**config.mk**
```make
export PLATFORM = sky130hd
export DESIGN_NAME = step_move_ctrl
export DESIGN_NICKNAME = d
export VERILOG_FILES = /design/src/rtl/step_move_ctrl.sv
export SDC_FILE = /design/constraint.sdc
export NUM_CORES = 1
export LEC_CHECK = 0
export CAP_MARGIN = 40
export CELL_PAD_IN_SITES_DETAIL_PLACEMENT = 2
export CELL_PAD_IN_SITES_GLOBAL_PLACEMENT = 2
export CORE_MARGIN = 2
export CORE_UTILIZATION = 35
export CTS_CLUSTER_SIZE = 14
export DETAILED_ROUTE_END_ITERATION = 6
export PLACE_DENSITY = 0.9
export SLEW_MARGIN = 10
export SYNTH_ARGS = -nofsm -noshare
export SYNTH_HDL_FRONTEND = slang
export SYNTH_SLANG_ARGS = --single-unit
```
**constraint.sdc**
```tcl
create_clock -name clk -period 10.16 [get_ports clk]
set_clock_uncertainty 0.05 [all_clocks]
set_input_delay 1.524 -clock clk [delete_from_list [all_inputs] [get_ports clk]]
set_output_delay 1.524 -clock clk [all_outputs]
set_load 0.05 [all_outputs]
```
**src/rtl/step_move_ctrl.sv**
```systemverilog
// Trapezoidal-profile step sequencer: accepts a move command and emits step strobes
// through accelerate / cruise / decelerate phases. Optional macro STEP_POS_TRACK_EN adds a position counter.
module step_move_ctrl #(
   parameter int               CNT_W        = 24,
   parameter int               STEPS_W      = 16,
   parameter logic [CNT_W-1:0] START_PERIOD = 24'd400000,
   parameter logic [CNT_W-1:0] MIN_PERIOD   = 24'd100000,
   parameter logic [CNT_W-1:0] ACCEL_STEP   = 24'd10000
) (
   input  logic               clk,
   input  logic               rst,
   input  logic               start,
   input  logic               dir_in,
   input  logic [STEPS_W-1:0] steps_in,
   input  logic               abort,
   output logic               step_pulse,
   output logic               dir_out,
   output logic               busy,
   output logic               done,
   output logic [STEPS_W-1:0] steps_left,
   output logic [CNT_W-1:0]   cur_period
`ifdef STEP_POS_TRACK_EN
   ,
   input  logic               zero_pos,
   output logic signed [31:0] position
`endif
);

   typedef enum logic [2:0] {S_IDLE, S_ACCEL, S_CRUISE, S_DECEL, S_FIN} state_t;

   state_t               state, state_d;
   logic [CNT_W-1:0]     timer, timer_d, period_d;
   logic [STEPS_W-1:0]   ramp_cnt, ramp_d, left_d, l_new;
   logic                 dir_d, busy_d, pulse_d, done_d, fire;
   logic [CNT_W:0]       dec_sum;

   // NOTE: every variable gets a default before the case so no latch is inferred.
   always_comb begin
      state_d  = state;
      timer_d  = timer;
      period_d = cur_period;
      ramp_d   = ramp_cnt;
      left_d   = steps_left;
      dir_d    = dir_out;
      busy_d   = busy;
      pulse_d  = 1'b0;
      done_d   = 1'b0;
      l_new    = steps_left;
      dec_sum  = {1'b0, cur_period} + {1'b0, ACCEL_STEP};
      fire     = ({1'b0, timer} + (CNT_W+1)'(1)) >= {1'b0, cur_period};

      case (state)
         S_IDLE: begin
            if (start && !abort) begin
               if (steps_in != '0) begin
                  dir_d    = dir_in;
                  left_d   = steps_in;
                  period_d = START_PERIOD;
                  timer_d  = '0;
                  ramp_d   = '0;
                  busy_d   = 1'b1;
                  state_d  = S_ACCEL;
               end else begin
                  state_d = S_FIN;
               end
            end
         end
         S_ACCEL, S_CRUISE, S_DECEL: begin
            timer_d = timer + CNT_W'(1);
            if (fire) begin
               pulse_d = 1'b1;
               timer_d = '0;
               l_new   = (steps_left != '0) ? steps_left - STEPS_W'(1) : '0;
               left_d  = l_new;
               if (l_new == '0) begin
                  state_d = S_FIN;
               end else if (state == S_ACCEL && l_new > ramp_cnt) begin
                  ramp_d = ramp_cnt + STEPS_W'(1);
                  // Compare before subtracting so a small period can never wrap.
                  if ({1'b0, cur_period} <= {1'b0, MIN_PERIOD} + {1'b0, ACCEL_STEP}) begin
                     period_d = MIN_PERIOD;
                     state_d  = S_CRUISE;
                  end else begin
                     period_d = cur_period - ACCEL_STEP;
                  end
               end else if (!(state == S_CRUISE && l_new > ramp_cnt)) begin
                  period_d = (dec_sum >= {1'b0, START_PERIOD}) ? START_PERIOD : dec_sum[CNT_W-1:0];
                  ramp_d   = (ramp_cnt != '0) ? ramp_cnt - STEPS_W'(1) : '0;
                  state_d  = S_DECEL;
               end
            end
            // Abort trims the remaining steps to what the down-ramp needs; the running interval completes.
            if (abort && state_d != S_FIN) begin
               if ({1'b0, left_d} > {1'b0, ramp_d} + (STEPS_W+1)'(1))
                  left_d = ramp_d + STEPS_W'(1);
               state_d = S_DECEL;
            end
         end
         S_FIN: begin
            done_d  = 1'b1;
            busy_d  = 1'b0;
            state_d = S_IDLE;
         end
         default: state_d = S_IDLE;
      endcase
   end

   // NOTE: registered state uses non-blocking assignments only, so all flops update together.
   always_ff @(posedge clk or negedge rst) begin
      if (!rst) begin
         state      <= S_IDLE;
         timer      <= '0;
         ramp_cnt   <= '0;
         cur_period <= START_PERIOD;
         steps_left <= '0;
         dir_out    <= 1'b0;
         busy       <= 1'b0;
         step_pulse <= 1'b0;
         done       <= 1'b0;
      end else begin
         state      <= state_d;
         timer      <= timer_d;
         ramp_cnt   <= ramp_d;
         cur_period <= period_d;
         steps_left <= left_d;
         dir_out    <= dir_d;
         busy       <= busy_d;
         step_pulse <= pulse_d;
         done       <= done_d;
      end
   end

`ifdef STEP_POS_TRACK_EN
   always_ff @(posedge clk or negedge rst) begin
      if (!rst)
         position <= '0;
      else if (zero_pos)
         position <= '0;
      else if (step_pulse)
         position <= dir_out ? position + 32'sd1 : position - 32'sd1;
   end
`endif

endmodule

```
=== Word-level counts from Yosys, hierarchy flattened ===
Cells that the tools add are included.

* Flip-flop bits (word level): 87
* Bits in latches: 0
* Memory bits (writable): 0
* ROM bits: 0
* Output and inout port bits: 44
* Word-level logic and storage cells: 96
* Memories kept: 0

* $add $sub $neg: 9
* $mul: 0
* Div/mod/pow operators: 0
* Order comparisons: 5
* Equal/unequal tests: 10
* Shift operators: 0
* Mux-type cells: 46
* Bitwise gates (word level): 0
* Reductions and logical operators: 17

{| class="wikitable"
|+ Operator list
! cell !! number
|-
| two-way mux 24 bit || 11
|-
| two-way mux 16 bit || 15
|-
| case mux 24 bit (2 select lines) || 2
|-
| case mux 16 bit (2 select lines) || 2
|-
| nonzero test 16 bit || 3
|-
| adder 16 x 1 -> 16 bit, second input constant || 2
|-
| subtractor 16 x 1 -> 16 bit, second input constant || 2
|-
| two-way mux 3 bit || 9
|-
| adder 24 x 1 -> 25 bit, second input constant || 1
|-
| adder 24 x 14 -> 25 bit, second input constant || 1
|-
| >= comparator 25 x 19 -> 1 bit, second input constant || 1
|-
| >= comparator 25 x 24 -> 1 bit || 1
|-
| adder 24 x 1 -> 24 bit, second input constant || 1
|-
| <= comparator 24 x 17 -> 1 bit, second input constant || 1
|-
| subtractor 24 x 14 -> 24 bit, second input constant || 1
|-
| adder 16 x 1 -> 17 bit, second input constant || 1
|-
| greater-than comparator 16 x 17 -> 1 bit || 1
|-
| greater-than comparator 16 bit || 1
|-
| zero test 16 bit || 1
|-
| AND reduction 3 bit || 3
|-
| != test 2 bit, second input constant || 4
|-
| == test 3 x 2 -> 1 bit, second input constant || 2
|-
| != test 3 bit, second input constant || 2
|-
| case mux 3 bit (2 select lines) || 1
|-
| other kinds (10) || 18
|}

=== Logic depth before layout (Yosys ltp) ===
* Depth after elaboration: 14
* Depth in mapped cells: 36
* Depth with buffers taken out: 33

=== Worst setup path after synthesis ===
OpenSTA, ideal clock, no wires.

* Kind: flip-flop to flip-flop
* Start point: register steps_left[0]
* End point: register steps_left[3]
* Data arrival time: 7.709 ns
* Required time: 9.982 ns
* Path slack: 2.272 ns
* Stages on the path, launching flop included: 31
* Period minus slack after synthesis: 7.888 ns
* Cells stage by stage: dfrtp_1 > buf_6 > inv_1 > ha_1 > nor3b_1 > nand2_1 > nor3_1 > clkbuf_1 > nor2_1 > ha_1 > a21oi_1 > o21ai_0 > a2111o_1 > o311a_1 > or4_1 > a2111oi_0 > a21oi_1 > or4b_1 > buf_6 > nor4_1 > xor2_1 > ha_1 > nand4_1 > nor3_1 > a221o_1 > a211oi_1 > o41ai_4 > buf_6 > buf_12 > a31oi_1 > o31ai_1

* Longest elaborated chain between the ends: 14
* Elaborated cells on any way between the ends: 27
* Classes of those cells: 3 x add/sub; 2 x order compare; 1 x eq/ne; 16 x mux; 5 x reduce/logical

{| class="wikitable"
|+ Ends and longest elaborated chain
! item !! RTL line !! text
|-
| start, declared || 20 || <nowiki>output logic [STEPS_W-1:0] steps_left,</nowiki>
|-
| start signal, assigned || 125 || <nowiki>steps_left <= left_d;</nowiki>
|-
| subtractor 16 x 1 -> 16 bit or nonzero test 16 bit (tied branches) || 73 || <nowiki>l_new = (steps_left != '0) ? steps_left - STEPS_W'(1) : '0;</nowiki>
|-
| two-way mux 16 bit || 73 ||
|-
| greater-than comparator 16 bit || 77, 86 ||
|-
| logical AND 1 bit || 86 || <nowiki>end else if (!(state == S_CRUISE && l_new > ramp_cnt)) begin</nowiki>
|-
| two-way mux 16 bit || 86 ||
|-
| two-way mux 16 bit || 77 || <nowiki>end else if (state == S_ACCEL && l_new > ramp_cnt) begin</nowiki>
|-
| two-way mux 16 bit || 75 || <nowiki>if (l_new == '0) begin</nowiki>
|-
| two-way mux 16 bit || 70 || <nowiki>if (fire) begin</nowiki>
|-
| two-way mux 16 bit || 52 || <nowiki>case (state)</nowiki>
|-
| adder 16 x 1 -> 17 bit || 94 || <nowiki>if ({1'b0, left_d} > {1'b0, ramp_d} + (STEPS_W+1)'(1))</nowiki>
|-
| greater-than comparator 16 x 17 -> 1 bit || 94 ||
|-
| two-way mux 16 bit || 94 ||
|-
| two-way mux 16 bit * || 93 || <nowiki>if (abort && state_d != S_FIN) begin</nowiki>
|-
| case mux 16 bit (2 select lines) * || 52 ||
|}

Mark *: on every way between the ends. The rest lies on a longest branch, timed or not. The select of a mux whose other input is x is not followed.
A chain may end at the register's enable or synchronous reset.

=== Worst setup path in the final report ===
* Start point: register steps_left[0]
* End point: register steps_left[13]

Same word-level chain as after synthesis.

==> flow_summary.yaml <==
logic_synthesis:
  synth_ff_type: "dfrtp_1"
  syn_inst: 1119
  synth_area_sq_um: 8410
  seq_area_frac_synth_pct: 24.8
  synth.avg_cell_area_sq_um: 7.52
  synth_seq_cells: 83
  synth.distinct_cells: 93
  yosys_warnings: 0
  async_flop_share_pct: 100
  synth_edf_count: 0
finish:
  fin_area_sq_um: 9560
  n_antenna_cell: 0
  layout-drive-gt1-share_pct: 7.22
  syn_to_final_growth_pct: 13.7
  nNetsFinal: 1226
floorplanning:
  pin_count: 65
  fp.dieW_microns: 159
  die_y_microns: 159
  fp-row-count: 56
  initial_core_util_pct: 35.7
  die_area_sq_um: 25300
  core_area_sq_um: 23500
placement:
  port_buffers: 60
  hpwlAfterDp_mm: 28.5
  place_congestion: 0.920
  place_area_sq_um: 9280
setup_path:
  rrSetupSlack_ns: 0.60
  crit_type: "reg -> reg"
  timing.rr.start: "steps_left[0]$_DFFE_PN0P_"
  required_ns: 10.38
  crit_top_cell: "ha_1"
  critPathMaxStageDelay_ns: 0.75
  worstPathMaxFanout: 24
  end_kind: "flop"
  crit_arrival_ns: 9.78
  crit_slowest_cell: "nor3b_1"
  cp-startpoint: "steps_left[0]$_DFFE_PN0P_"
  cp-start-kind: "flop"
timing:
  layout_min_cycle_time_ns: 9.56
  fin_setup_tns_ns: 0
  whs_ns: 0.479
  worst_pin_slew_ns: 0.918
  period_share_pct: 94.1
  slew_violations: 0
  setup_viol: 0
  maxSlewHeadroom_pct: 38.7
  final-hold-violation-count: 0
  timing.fmax_mhz: 105
  grt_setup_unrepaired: "no"
global_routing:
  grt_first_pass_wirelength_mm: 60.5
  grt_max_degree: 59
  grt_overflow: 0
  grt_pass1_vias: 10500
  grt_antenna_before_repair: 0
  grt_util_all_layers_pct: 30.1
drt:
  wl_mm: 38.7
  drc_errors: 0
  first_iter_violations: 668
  vias: 9494
  ant_nets: 0
  wl_per_cell_microns: 26.3
  dr.pass1.iters: 6
  post_drt_via_cell_ratio: 6.47
clocking:
  cts-resized-gates: 0
  htreeDepth: 3
  cts_post_setup_buffers_inserted: 0
  root_buffer: "clkbuf_16"
  cts_tree: "yes"
  cts_sinks: 83
  clockBufferDepth: 2
  hold_buffers: 0
  insertion_delay_ns: 0.36
  cts.reportedPaths.clkPinSlew_ns: 0.07
  cts_buffers: 9
min_path:
  min_path_type: "reg -> reg"
  min-delay-start: "busy$_DFFE_PN0P_"
run_status:
  status: "completed"
power:
  ir_worst_vdd_v: 0.000114
  p_leak_uw: 0.00385
  p_per_area_nw_per_um2: 224
  power_uw: 2140
flow_run:
  drv_cap: 0
[cells by family (layout without fill, tap and decap cells)]
group / after synthesis / in the layout / share of synthesized area, %
and+or+nand+nor: 460 / 460 / 26.9
AOI/OAI and AO/OA: 327 / 327 / 25.6
buffers and inverters: 118 / 145 / 6.00
DFF: 83 / 83 / 24.8
adders and majority gates: 61 / 61 / 9.07
xor gates and xnor gates: 48 / 48 / 5.00
muxes: 21 / 21 / 2.69
other: 1 / 4 / 0.0446
[metrics by stage]
step / utilization (%) / worst slack, ns / cells
floorplan: - / 2.27 / 1122
global placement: 39.4 / 1.73 / 1451
detailed placement: 39.4 / 1.14 / 1452
CTS: 40.6 / 0.824 / 1468
global route: 40.6 / 0.0465 / 1468
finish: 40.6 / 0.597 / 1468
[cells in the mapped netlist (8+ instances only)]
cell type	instances	area share, %
or3_1	18	1.3
clkbuf_1	52	2.3
o31ai_1	15	1.3
nand4_1	17	1.3
ha_1	61	9.1
xnor2_1	33	3.4
dfrtp_1	77	23
nand2_1	127	5.7
nand3_1	63	3.7
nor4_1	22	1.6
or2_2	9	0.67
mux2_2	13	1.7
o21ai_0	90	5.4
o22ai_1	24	1.8
a21oi_1	64	3.8
and3_1	19	1.4
xor2_1	15	1.6
nor3_1	45	2.7
a21o_1	11	0.98
inv_1	49	2.2
nor2_1	95	4.2
mux2i_1	8	0.95
a31oi_1	25	1.9
[sequential cells by signal, indices dropped and copies added (netlist names)]
name        flops
step_pulse      1
cur_period     20
timer          24
steps_left     16
state           3
ramp_cnt       16
busy            1
dir_out         1
done            1
[placed cells by master (no fill, tap or decap), types with 14 or more instances in the layout]
cell,count
nand2_1,127
o22ai_1,24
o31ai_1,14
nor2_1,95
a31oi_1,25
xor2_1,15
nor4_1,22
o21ai_0,90
nor3_1,45
a21oi_1,63
nand4_1,17
and3_1,19
buf_4,19
dfrtp_1,77
xnor2_1,33
inv_1,49
clkdlybuf4s50_1,59
nand3_1,63
ha_1,61
or3_1,18
[routing by layer]
| metal | up-vias | part of all wire [%] | GRT usage, % |
|---|---|---|---|
| met1 | 4809 | 39 | 34.4 |
| met2 | 341 | 50 | 53.6 |
| met4 | 0 | 5.3 | 15.7 |
| met3 | 147 | 5.0 | 5.44 |
| li1 | 4197 | - | - |
| met5 | - | 0 | 0 |
[worst max-delay path: cells and delay by family (launching register included)]
family	cells	cell delay, ns
AO/OA/AOI/OAI	8	1.94
XOR/XNOR	1	0.27
adder cells (fa/ha/maj)	4	1.16
buffers and inverters	4	0.92
flip-flops	1	0.50
AND/OR/NAND/NOR	15	4.59
[final cells by class]
class / instances / area, sq um
clock buffers: 10 / 229
flip-flops and latches: 83 / 2080
multi-input cells: 921 / 5880
well taps: 319 / 399
repair buffers: 78 / 733
clock inverters: 6 / 50.0
fillers: 2733 / 14000
inverters: 51 / 191
[final timing paths]
kind / end / depth (start not counted)
min: busy$_DFFE_PN0P_ / 2
min reg2reg: busy$_DFFE_PN0P_ / 2
max reg2reg: steps_left[13]$_DFFE_PN0P_ / 32
max: steps_left[13]$_DFFE_PN0P_ / 32
min in group asynchronous: cur_period[15]$_DFFE_PN0P_ / 1
max in group asynchronous: steps_left[8]$_DFFE_PN0P_ / 2
[report_power, final]
part | internal, uW | total, uW | switching, uW | leakage (uW)
combinational | 451 | 1260 | 812 | 0.00265
clock | 169 | 332 | 164 | 0.000129
sequential | 397 | 545 | 148 | 0.00107
total | 1020 | 2140 | 1120 | 0.00385
Note: power is estimated with default switching activity, not from simulation.
